### config.mk
export PLATFORM = sky130hd
export DESIGN_NAME = pipe_ctrl_sched_flat
export DESIGN_NICKNAME = d
export VERILOG_FILES = /design/src/rtl/pipe_ctrl_sched_pkg.sv /design/src/rtl/pipe_ctrl_sched_if.sv /design/src/rtl/pipe_ctrl_sched_hazard_detect.sv /design/src/rtl/pipe_ctrl_sched.sv /design/src/flat_wrapper.sv
export SDC_FILE = /design/constraint.sdc
export NUM_CORES = 1
export LEC_CHECK = 0
export CAP_MARGIN = 10
export CORE_MARGIN = 2
export CORE_UTILIZATION = 29
export DETAILED_ROUTE_END_ITERATION = 6
export GPL_TIMING_DRIVEN = 0
export HOLD_SLACK_MARGIN = 0.12
export PLACE_DENSITY_LB_ADDON = 0.25
export SYNTH_ARGS = -nofsm -noshare
export SYNTH_HDL_FRONTEND = slang
export SYNTH_HIERARCHICAL = 1
export SYNTH_SLANG_ARGS = --single-unit
### constraint.sdc
create_clock -name clk -period 4.3 [get_ports clk]
set_input_delay 0.86 -clock clk [delete_from_list [all_inputs] [get_ports clk]]
set_output_delay 0.86 -clock clk [all_outputs]
set_load 0.01 [all_outputs]
### src/rtl/pipe_ctrl_sched_pkg.sv
// y86_pkg: shared Y86-64 encodings plus control-unit state and control-bundle types.
package y86_pkg;
    localparam logic [1:0] AOK = 2'd0, HLT = 2'd1, ADR = 2'd2, INS = 2'd3;
    localparam logic [3:0] HALT = 4'h0, NOP = 4'h1, RRMOVQ = 4'h2, IRMOVQ = 4'h3,
                           RMMOVQ = 4'h4, MRMOVQ = 4'h5, OPQ = 4'h6, JXX = 4'h7,
                           CALL = 4'h8, RET = 4'h9, PUSHQ = 4'hA, POPQ = 4'hB;
    localparam logic [3:0] RNONE = 4'hF;
    typedef enum logic [1:0] {RUN, DBG_HALT, STEP, FAULT} ctrl_state_e;
    typedef struct packed {
        logic f_stall;
        logic d_stall;
        logic d_bubble;
        logic e_stall;
        logic e_bubble;
        logic m_stall;
        logic m_bubble;
        logic w_stall;
        logic set_cc;
    } ctrl_t;
    localparam ctrl_t FROZEN_CTL = '{f_stall: 1'b1, d_stall: 1'b1, d_bubble: 1'b0, e_stall: 1'b1,
                                     e_bubble: 1'b0, m_stall: 1'b1, m_bubble: 1'b0, w_stall: 1'b1,
                                     set_cc: 1'b0};
    localparam ctrl_t FAULT_CTL  = '{f_stall: 1'b1, d_stall: 1'b1, d_bubble: 1'b0, e_stall: 1'b0,
                                     e_bubble: 1'b1, m_stall: 1'b0, m_bubble: 1'b1, w_stall: 1'b1,
                                     set_cc: 1'b0};
endpackage

### src/rtl/pipe_ctrl_sched_if.sv
// pipe_ctrl_sched_if: stage status in, register controls and perf counters out.
interface pipe_ctrl_sched_if #(parameter int CNT_W = 32);
    logic [3:0]       D_icode, d_srcA, d_srcB, E_icode, E_dstM, M_icode, W_icode;
    logic             e_Cnd, dbg_halt_req, dbg_step;
    logic [1:0]       m_stat, W_stat;
    logic             F_stall, D_stall, D_bubble, E_stall, E_bubble, M_stall, M_bubble, W_stall;
    logic             set_cc, dbg_halted, fault;
    logic [CNT_W-1:0] cyc_cnt, stall_cnt, bubble_cnt, retire_cnt;
    modport master (
        output D_icode, d_srcA, d_srcB, E_icode, E_dstM, e_Cnd, M_icode, m_stat, W_icode, W_stat,
               dbg_halt_req, dbg_step,
        input  F_stall, D_stall, D_bubble, E_stall, E_bubble, M_stall, M_bubble, W_stall,
               set_cc, dbg_halted, fault, cyc_cnt, stall_cnt, bubble_cnt, retire_cnt
    );
    modport slave (
        input  D_icode, d_srcA, d_srcB, E_icode, E_dstM, e_Cnd, M_icode, m_stat, W_icode, W_stat,
               dbg_halt_req, dbg_step,
        output F_stall, D_stall, D_bubble, E_stall, E_bubble, M_stall, M_bubble, W_stall,
               set_cc, dbg_halted, fault, cyc_cnt, stall_cnt, bubble_cnt, retire_cnt
    );
endinterface

### src/rtl/pipe_ctrl_sched_hazard_detect.sv
// hazard_detect: combinational load/use, ret, mispredict and exception terms.
module hazard_detect
    import y86_pkg::*;
(
    input  logic [3:0] D_icode,
    input  logic [3:0] d_srcA,
    input  logic [3:0] d_srcB,
    input  logic [3:0] E_icode,
    input  logic [3:0] E_dstM,
    input  logic       e_Cnd,
    input  logic [3:0] M_icode,
    input  logic [1:0] m_stat,
    input  logic [1:0] W_stat,
    output logic       lu,
    output logic       rt,
    output logic       mp,
    output logic       exc
);
    assign lu  = (E_icode == MRMOVQ || E_icode == POPQ) && E_dstM != RNONE &&
                 (E_dstM == d_srcA || E_dstM == d_srcB);
    assign rt  = D_icode == RET || E_icode == RET || M_icode == RET;
    assign mp  = E_icode == JXX && !e_Cnd;
    assign exc = m_stat != AOK || W_stat != AOK;
endmodule

### src/rtl/pipe_ctrl_sched.sv
// pipe_ctrl_sched: Y86-64 pipeline stall/bubble control with run/debug/fault FSM and perf counters.
module pipe_ctrl_sched
    import y86_pkg::*;
#(
    parameter int CNT_W = 32
) (
    input  logic               clk,
    input  logic               rst_n,
    pipe_ctrl_sched_if.slave   bus
);
    logic lu, rt, mp, exc, active;
    ctrl_state_e st, nxt, mode;
    ctrl_t norm, ctl;
    logic [CNT_W-1:0] cyc_c, stall_c, bubble_c, retire_c;

    hazard_detect u_hazard (
        .D_icode(bus.D_icode), .d_srcA(bus.d_srcA), .d_srcB(bus.d_srcB),
        .E_icode(bus.E_icode), .E_dstM(bus.E_dstM), .e_Cnd(bus.e_Cnd),
        .M_icode(bus.M_icode), .m_stat(bus.m_stat), .W_stat(bus.W_stat),
        .lu(lu), .rt(rt), .mp(mp), .exc(exc)
    );

    always_comb begin
        nxt = st;
        if (bus.W_stat != AOK) nxt = FAULT;
        else if (st == RUN) nxt = bus.dbg_halt_req ? DBG_HALT : RUN;
        else if (st == DBG_HALT) nxt = bus.dbg_step ? STEP : (bus.dbg_halt_req ? DBG_HALT : RUN);
        else if (st == STEP) nxt = bus.dbg_halt_req ? DBG_HALT : RUN;
    end

    always_comb begin
        norm          = '0;
        norm.f_stall  = lu | rt;
        norm.d_stall  = lu;
        norm.d_bubble = (mp | (rt & !lu)) & !norm.d_stall;
        norm.e_bubble = mp | lu;
        norm.m_bubble = exc;
        norm.w_stall  = bus.W_stat != AOK;
        norm.set_cc   = bus.E_icode == OPQ && !exc;
    end

    // Outputs behave as RUN while reset is asserted, whatever the registered state.
    assign mode   = rst_n ? st : RUN;
    assign ctl    = mode == DBG_HALT ? FROZEN_CTL : mode == FAULT ? FAULT_CTL : norm;
    assign active = st == RUN || st == STEP;

    always_ff @(posedge clk) begin
        if (!rst_n) begin
            st       <= RUN;
            cyc_c    <= '0;
            stall_c  <= '0;
            bubble_c <= '0;
            retire_c <= '0;
        end else begin
            st <= nxt;
            if (active) begin
                cyc_c    <= cyc_c + CNT_W'(1);
                stall_c  <= stall_c + CNT_W'(ctl.f_stall);
                bubble_c <= bubble_c + CNT_W'(ctl.d_bubble | ctl.e_bubble);
                retire_c <= retire_c + CNT_W'(bus.W_stat == AOK && bus.W_icode != NOP && bus.W_icode != HALT);
            end
        end
    end

    assign bus.F_stall    = ctl.f_stall;
    assign bus.D_stall    = ctl.d_stall;
    assign bus.D_bubble   = ctl.d_bubble;
    assign bus.E_stall    = ctl.e_stall;
    assign bus.E_bubble   = ctl.e_bubble;
    assign bus.M_stall    = ctl.m_stall;
    assign bus.M_bubble   = ctl.m_bubble;
    assign bus.W_stall    = ctl.w_stall;
    assign bus.set_cc     = ctl.set_cc;
    assign bus.dbg_halted = mode == DBG_HALT;
    assign bus.fault      = mode == FAULT;
    assign bus.cyc_cnt    = cyc_c;
    assign bus.stall_cnt  = stall_c;
    assign bus.bubble_cnt = bubble_c;
    assign bus.retire_cnt = retire_c;
endmodule

### src/flat_wrapper.sv
// flat-port wrapper written by rule: the top's interface ports become plain ports
module pipe_ctrl_sched_flat import y86_pkg::*;
#(
    parameter int CNT_W = 32
)
  (clk, rst_n, bus_D_icode, bus_d_srcA, bus_d_srcB, bus_E_icode, bus_E_dstM, bus_e_Cnd, bus_M_icode, bus_m_stat, bus_W_icode, bus_W_stat, bus_dbg_halt_req, bus_dbg_step, bus_F_stall, bus_D_stall, bus_D_bubble, bus_E_stall, bus_E_bubble, bus_M_stall, bus_M_bubble, bus_W_stall, bus_set_cc, bus_dbg_halted, bus_fault, bus_cyc_cnt, bus_stall_cnt, bus_bubble_cnt, bus_retire_cnt);
  pipe_ctrl_sched_if #(.CNT_W(CNT_W)) bus_i ();
  input  logic clk;
  input  logic rst_n;
  input wire logic [$bits(bus_i.D_icode)-1:0] bus_D_icode;
  input wire logic [$bits(bus_i.d_srcA)-1:0] bus_d_srcA;
  input wire logic [$bits(bus_i.d_srcB)-1:0] bus_d_srcB;
  input wire logic [$bits(bus_i.E_icode)-1:0] bus_E_icode;
  input wire logic [$bits(bus_i.E_dstM)-1:0] bus_E_dstM;
  input wire logic [$bits(bus_i.e_Cnd)-1:0] bus_e_Cnd;
  input wire logic [$bits(bus_i.M_icode)-1:0] bus_M_icode;
  input wire logic [$bits(bus_i.m_stat)-1:0] bus_m_stat;
  input wire logic [$bits(bus_i.W_icode)-1:0] bus_W_icode;
  input wire logic [$bits(bus_i.W_stat)-1:0] bus_W_stat;
  input wire logic [$bits(bus_i.dbg_halt_req)-1:0] bus_dbg_halt_req;
  input wire logic [$bits(bus_i.dbg_step)-1:0] bus_dbg_step;
  output wire logic [$bits(bus_i.F_stall)-1:0] bus_F_stall;
  output wire logic [$bits(bus_i.D_stall)-1:0] bus_D_stall;
  output wire logic [$bits(bus_i.D_bubble)-1:0] bus_D_bubble;
  output wire logic [$bits(bus_i.E_stall)-1:0] bus_E_stall;
  output wire logic [$bits(bus_i.E_bubble)-1:0] bus_E_bubble;
  output wire logic [$bits(bus_i.M_stall)-1:0] bus_M_stall;
  output wire logic [$bits(bus_i.M_bubble)-1:0] bus_M_bubble;
  output wire logic [$bits(bus_i.W_stall)-1:0] bus_W_stall;
  output wire logic [$bits(bus_i.set_cc)-1:0] bus_set_cc;
  output wire logic [$bits(bus_i.dbg_halted)-1:0] bus_dbg_halted;
  output wire logic [$bits(bus_i.fault)-1:0] bus_fault;
  output wire logic [$bits(bus_i.cyc_cnt)-1:0] bus_cyc_cnt;
  output wire logic [$bits(bus_i.stall_cnt)-1:0] bus_stall_cnt;
  output wire logic [$bits(bus_i.bubble_cnt)-1:0] bus_bubble_cnt;
  output wire logic [$bits(bus_i.retire_cnt)-1:0] bus_retire_cnt;
  assign bus_i.D_icode = bus_D_icode;
  assign bus_i.d_srcA = bus_d_srcA;
  assign bus_i.d_srcB = bus_d_srcB;
  assign bus_i.E_icode = bus_E_icode;
  assign bus_i.E_dstM = bus_E_dstM;
  assign bus_i.e_Cnd = bus_e_Cnd;
  assign bus_i.M_icode = bus_M_icode;
  assign bus_i.m_stat = bus_m_stat;
  assign bus_i.W_icode = bus_W_icode;
  assign bus_i.W_stat = bus_W_stat;
  assign bus_i.dbg_halt_req = bus_dbg_halt_req;
  assign bus_i.dbg_step = bus_dbg_step;
  assign bus_F_stall = bus_i.F_stall;
  assign bus_D_stall = bus_i.D_stall;
  assign bus_D_bubble = bus_i.D_bubble;
  assign bus_E_stall = bus_i.E_stall;
  assign bus_E_bubble = bus_i.E_bubble;
  assign bus_M_stall = bus_i.M_stall;
  assign bus_M_bubble = bus_i.M_bubble;
  assign bus_W_stall = bus_i.W_stall;
  assign bus_set_cc = bus_i.set_cc;
  assign bus_dbg_halted = bus_i.dbg_halted;
  assign bus_fault = bus_i.fault;
  assign bus_cyc_cnt = bus_i.cyc_cnt;
  assign bus_stall_cnt = bus_i.stall_cnt;
  assign bus_bubble_cnt = bus_i.bubble_cnt;
  assign bus_retire_cnt = bus_i.retire_cnt;
  pipe_ctrl_sched #(.CNT_W(CNT_W)) u_core (.clk(clk), .rst_n(rst_n), .bus(bus_i));
endmodule
**Word level (Yosys, flattened, before mapping)**

Index checks and enable logic that the tools add are counted.

- Flip-flop bits (word level): 130
- Latch bits: 0
- Memory bits (writable): 0
- Memory bits (read-only): 0
- Input bits: 37
- Output and inout port bits: 139
- Memories kept: 0

- Add/subtract/negate cells: 4
- Multipliers: 0
- Divide/modulo/power cells: 0
- Magnitude comparators: 0
- Equal/unequal tests: 15
- Shift-type cells: 0
- Mux-type cells: 9
- Bitwise operators: 6
- Reductions and logical operators: 21

Operator list:

| operator | number |
|---|---|
| $add 32x1->32 | 2 |
| $add 32x1->32 const B | 1 |
| $add 32x32->32 | 1 |
| $mux 9 | 2 |
| $eq 4x4->1 const B | 4 |
| $eq 4x3->1 const B | 3 |
| $mux 2 | 6 |
| $eq 4x4->1 | 2 |
| $reduce_bool 4->1 | 2 |
| $logic_and 1x1->1 | 6 |
| $logic_or 1x1->1 | 6 |
| $eq 2x1->1 const B | 2 |
| $eq 2x2->1 const B | 2 |
| $logic_not 2->1 | 2 |
| $ne 4x1->1 const B | 1 |
| $ne 4x4->1 const B | 1 |
| $or 1x1->1 | 4 |
| $reduce_bool 2->1 | 2 |
| $logic_not 1->1 | 3 |
| $and 1x1->1 | 2 |
| $mux 1 | 1 |

**Longest topological paths before layout**

- Depth after elaboration: 12
- Gate-level depth with buffers: 14
- Gate-level depth less buffers: 12

**By module**

The synthesis kept the hierarchy.

Modules (own cells, without submodules):

| module | times used | cells each | area each (µm²) | seq. area each (µm²) |
|---|---|---|---|---|
| pipe_ctrl_sched | 1 | 746 | 6237.2 | 2602.5 |
| hazard_detect | 1 | 22 | 177.7 | 0.0 |

**Least setup slack after synthesis**

OpenSTA, ideal clock, no wires.

- Path type: input to register
- Start: input bus_E_icode[2]
- End: register u_core.stall_c[20], in the netlist u_core/bus.stall_cnt[20]
- Setup time: 70 ps
- Data arrival time: 3425 ps
- Path slack: 805 ps
- Cell stages on the path: 13
- Cells stage by stage: and3b_2 -> o211ai_1 -> a21oi_1 -> nand2b_1 -> or2_2 -> ha_1 -> ha_1 -> o21ai_1 -> or4_1 -> clkbuf_1 -> buf_2 -> or3_1 -> a21oi_1

- Cells in the longest elaborated chain, start to end: 8
- Elaborated cells on any way between the ends: 12
- Those cells by class: add/sub (1); eq/ne (3); mux (2); bitwise (1); reduce/logical (5)

Ends and longest elaborated chain:

| what | RTL line | source |
|---|---|---|
| start, declared | flat_wrapper.sv:13 | `input wire logic [$bits(bus_i.E_icode)-1:0] bus_E_icode;` |
| $eq 4x3->1 / $eq 4x4->1 (equally long branches) | pipe_ctrl_sched_hazard_detect.sv:19 | `assign lu = (E_icode == MRMOVQ \|\| E_icode == POPQ) && E_dstM != RNONE &&` |
| $logic_or 1x1->1 (*) | pipe_ctrl_sched_hazard_detect.sv:19 |  |
| $logic_and 1x1->1 (*) (2 in a row) | pipe_ctrl_sched_hazard_detect.sv:19 |  |
| named net u_core.lu | pipe_ctrl_sched.sv:11 | `logic lu, rt, mp, exc, active;` |
| $or 1x1->1 (*) | pipe_ctrl_sched.sv:33 | `norm.f_stall = lu \| rt;` |
| $mux 9 (*) (2 in a row) | pipe_ctrl_sched.sv:44 | `assign ctl = mode == DBG_HALT ? FROZEN_CTL : mode == FAULT ? FAULT_CTL : norm;` |
| named net bus_F_stall | flat_wrapper.sv:22 | `output wire logic [$bits(bus_i.F_stall)-1:0] bus_F_stall;` |
| $add 32x1->32 (*) | pipe_ctrl_sched.sv:58 | `stall_c <= stall_c + CNT_W'(ctl.f_stall);` |
| end signal, assigned | pipe_ctrl_sched.sv:58 |  |
| end, declared | pipe_ctrl_sched.sv:14 | `logic [CNT_W-1:0] cyc_c, stall_c, bubble_c, retire_c;` |

The timed path passes the listed nets; every way through them passes the cells marked *.
A chain may end at the register's enable or synchronous reset.

**Worst setup path in the final report**

- Start: input bus_E_icode[1]
- End: register u_core.bubble_c[20], in the netlist u_core/bus.bubble_cnt[20]

- Cells in the longest elaborated chain, start to end: 12
- Elaborated cells on any way between the ends: 19
- Those cells by class: add/sub (1); eq/ne (4); mux (2); bitwise (5); reduce/logical (7)

Ends and longest elaborated chain:

| what | RTL line | source |
|---|---|---|
| $eq 4x3->1 / $eq 4x4->1 (equally long branches) | pipe_ctrl_sched_hazard_detect.sv:19 |  |
| $logic_or 1x1->1 (*) | pipe_ctrl_sched_hazard_detect.sv:19 |  |
| $logic_and 1x1->1 (*) (2 in a row) | pipe_ctrl_sched_hazard_detect.sv:19 |  |
| named net u_core.lu | pipe_ctrl_sched.sv:11 |  |
| $logic_not 1->1 | pipe_ctrl_sched.sv:35 | `norm.d_bubble = (mp \| (rt & !lu)) & !norm.d_stall;` |
| $and 1x1->1 | pipe_ctrl_sched.sv:35 |  |
| $or 1x1->1 | pipe_ctrl_sched.sv:35 |  |
| $and 1x1->1 | pipe_ctrl_sched.sv:35 |  |
| $mux 9 (*) (2 in a row) | pipe_ctrl_sched.sv:44 |  |
| $or 1x1->1 (*) | pipe_ctrl_sched.sv:59 | `bubble_c <= bubble_c + CNT_W'(ctl.d_bubble \| ctl.e_bubble);` |
| $add 32x32->32 (*) | pipe_ctrl_sched.sv:59 |  |
| end signal, assigned | pipe_ctrl_sched.sv:59 |  |
| end, declared | pipe_ctrl_sched.sv:14 |  |

Marked as above.

==> flow_summary.ini <==
[cts]
post_cts_resized = 0
cts_setup_buffers = 0
cts_buffers = 17
cts_max_level = 4
cts_tree = built
cts.clk_slew.worst_paths_ps = 60
insertion_delay_ps = 410
cts.sinks = 130
root_buffer = clkbuf_16
holdBufCountCts = 0
cts_buffer_depth = 2

[sta]
fin_crit_sh = 0.9369
setup_violations = 0
hold_viol_final = 0
clock.fmax_ghz = 0.2482
tightest_slew_ps = 745.7
finalCriticalPeriod_ps = 4028
finClkSkew_ps = 9.677
max_slew_margin = 0.5029
rsz0062_at_grt = false
drv_slew = 0
worst_slack_ps = 271.5

[floorplan]
core-area_um2 = 21760
num_io_pins = 176
die_w_um = 152.7
rows = 54
die_h_um = 152.7
design.die.area_um2 = 23330
initial_core_util = 0.2949

[logic_synthesis]
synthSimpleGateAreaFrac = 0.2998
muxShareOfSynthArea = 0.01404
syn-num-nets = 815
synth_fa_ha_area_frac = 0.01950
synthArstFlopShare = 0
synthDistinctLibCells = 44
netlist_area_um2 = 6415
syn_area_per_cell_um2 = 8.353
synth_compound_area_frac = 0.1488
synth_ff_type = dfxtp_1
ys_seq_elements = 130
synth_edf_count = 0
synth_xor_area_frac = 0.07373
yosysSeqAreaShare = 0.4057
synth_cells = 768
yosys_warnings = 6
synth_top_family_by_area = simple AND/OR/NAND/NOR gates

[critical_path]
worst-setup-path-type = input port to register
cp_data_arrival_time_ps = 4370
critPathLaunchType = input port
critical_path.startpoint = bus_E_icode[1]
worstPathCellList = clkdlybuf4s50_1 -> and3b_2 -> o211ai_1 -> a21oi_1 -> nand2b_1 -> nor3_1 -> nor2_1 -> ha_1 -> ha_1 -> o211ai_1 -> or4_1 -> clkbuf_1 -> buf_2 -> or3_1 -> a21oi_1
crit_slowest_cell = clkdlybuf4s50_1
reg2regPathDepth = 12
cp_data_required_time_ps = 4650
r2r_slack_ps = 1190
crit_path_max_incr_delay_ps = 570
r2r_end = u_core/bus.bubble_cnt[20]$_SDFFE_PN0P_
endpoint_kind = register
crit_path_end = u_core/bus.bubble_cnt[20]$_SDFFE_PN0P_
r2r_start = u_core/st[0]$_SDFFE_PN0P_
cp_max_fo = 10

[placed_design]
placed_cell_area_um2 = 8507
io_buffers = 174
dp.final_hpwl_um = 14310
dp_slack_ps = -192.2
gp_congestion = 0.7678

[grt]
grt_util_all_layers = 0.1670
grt_pass1_wl_um = 31780
grt_max_degree = 17
gr-total-overflow = 0
grt_pass1_vias = 6009
antenna_found_initial = 0

[drt]
drc = 0
ant_nets = 0
wl_um = 19850
vias = 6515
drt_iter0_markers = 318
via_per_inst = 5.200
drtPass1Iterations = 5
wl_per_cell_um = 15.84

[run_status]
status = finished clean

[power_and_ir_drop]
p_leak_nw = 2.797
power_density_nw_per_um2 = 306.4
ir_drop_uv = 203.4

[hold_path]
worstHoldPathType = register to register
worstHoldPathCells = 2

[finish]
final_area_um2 = 9064
drive_above_1_share = 0.04317
fillers = 2256
antenna_cells = 0
synthToLayoutAreaGrowth_pct = 41.29
fin_nets = 1008

[run]
drv_cap = 0
## worst max-delay path: cells and delay by family
family | cells | cell delay (ps)
fa+ha+maj | 2 | 430
compound gates | 4 | 510
simple gates | 6 | 1590
buf+inv | 3 | 990
## cells in the final DEF (no fill, tap or decap), types with 17 or more instances in the layout
master / count
inv_1: 20
a21oi_1: 73
clkbuf_16: 17
nor2_1: 56
nand3_1: 42
xor2_1: 21
nand2_1: 58
o31ai_1: 40
dfxtp_1: 130
or4_1: 49
or3_1: 29
nor4_1: 18
clkbuf_1: 34
nand4_1: 37
o21ai_0: 26
clkdlybuf4s50_1: 174
xnor2_1: 33
## report_power, final
group	internal, mW	switching, mW	total [mW]
sequential	1.21	0.00880	1.22
clock	0.835	0.538	1.37
combinational	0.0836	0.0977	0.181
## cells by family (layout without fill, tap and decap cells)
group,count (synthesis),in the layout
and+or+nand+nor,346,346
AOI/OAI and AO/OA,158,158
DFF,130,130
buffers and inverters,61,266
xor gates and xnor gates,54,54
adders and majority gates,10,10
muxes,9,9
## sequential cells by signal, indices dropped and copies added (netlist names)
register and cells:
u_core/bus.cyc_cnt 32, u_core/bus.bubble_cnt 32, u_core/bus.retire_cnt 32, u_core/st 2, u_core/bus.stall_cnt 32
## Yosys cell counts, types with 20 or more instances
cell type  count  share of area
a21oi_1       73          0.057
clkbuf_1      32          0.019
dfxtp_1      130           0.41
inv_1         20          0.012
nand2_1       58          0.034
nand3_1       42          0.033
nand4_1       37          0.036
nor2_1        56          0.033
o21ai_0       26          0.020
o31ai_1       40          0.047
or3_1         29          0.028
or4_1         49          0.057
xnor2_1       33          0.045
xor2_1        21          0.029
## area by class of cell
| type | instances | area, um2 | area share |
|---|---|---|---|
| clock inverter | 9 | 82.58 | 0.009111 |
| multi-input combinational | 577 | 3566 | 0.3934 |
| buffer | 41 | 171.4 | 0.01891 |
| sequential | 130 | 2603 | 0.2871 |
| timing repair buffer | 174 | 1742 | 0.1922 |
| inverter | 20 | 75.07 | 0.008283 |
| tap | 280 | 350.3 | 0.03865 |
| clock buffer | 22 | 474.2 | 0.05232 |
## per-layer routing
layer	global-route usage	share of wire	vias up
met5	0	0	-
met4	0.04894	0.011	0
met3	0.04721	0.057	17
met2	0.2603	0.46	175
met1	0.2255	0.48	3064
li1	-	-	3259
## through the flow
step / cells / TNS, ps / hold WS [ps] / util / total power, mW
2_1_floorplan: 768 / 0 / 486.3 / - / 1.329
3_3_place_gp: 1222 / -837.2 / 455.8 / 0.3910 / 1.433
3_5_place_dp: 1222 / -1065 / 464.3 / 0.3910 / 1.433
4_1_cts: 1253 / 0 / 474.4 / 0.4166 / 2.825
5_1_grt: 1253 / 0 / 497.1 / 0.4166 / 2.895
6_report: 1253 / 0 / 468.8 / 0.4166 / 2.777
## how the worst min path moves through the flow
stage                                           startpoint                                endpoint  slack [ps]
CTS                  u_core/bus.retire_cnt[0]$_SDFFE_PN0P_   u_core/bus.retire_cnt[0]$_SDFFE_PN0P_         470
detailed placement   u_core/bus.stall_cnt[31]$_SDFFE_PN0P_   u_core/bus.stall_cnt[31]$_SDFFE_PN0P_         460
floorplan           u_core/bus.bubble_cnt[31]$_SDFFE_PN0P_  u_core/bus.bubble_cnt[31]$_SDFFE_PN0P_         490
finish               u_core/bus.retire_cnt[0]$_SDFFE_PN0P_   u_core/bus.retire_cnt[0]$_SDFFE_PN0P_         470
global route           u_core/bus.cyc_cnt[31]$_SDFFE_PN0P_     u_core/bus.cyc_cnt[31]$_SDFFE_PN0P_         500
global placement       u_core/bus.cyc_cnt[31]$_SDFFE_PN0P_     u_core/bus.cyc_cnt[31]$_SDFFE_PN0P_         460
Power figures use the tool's default switching activity.
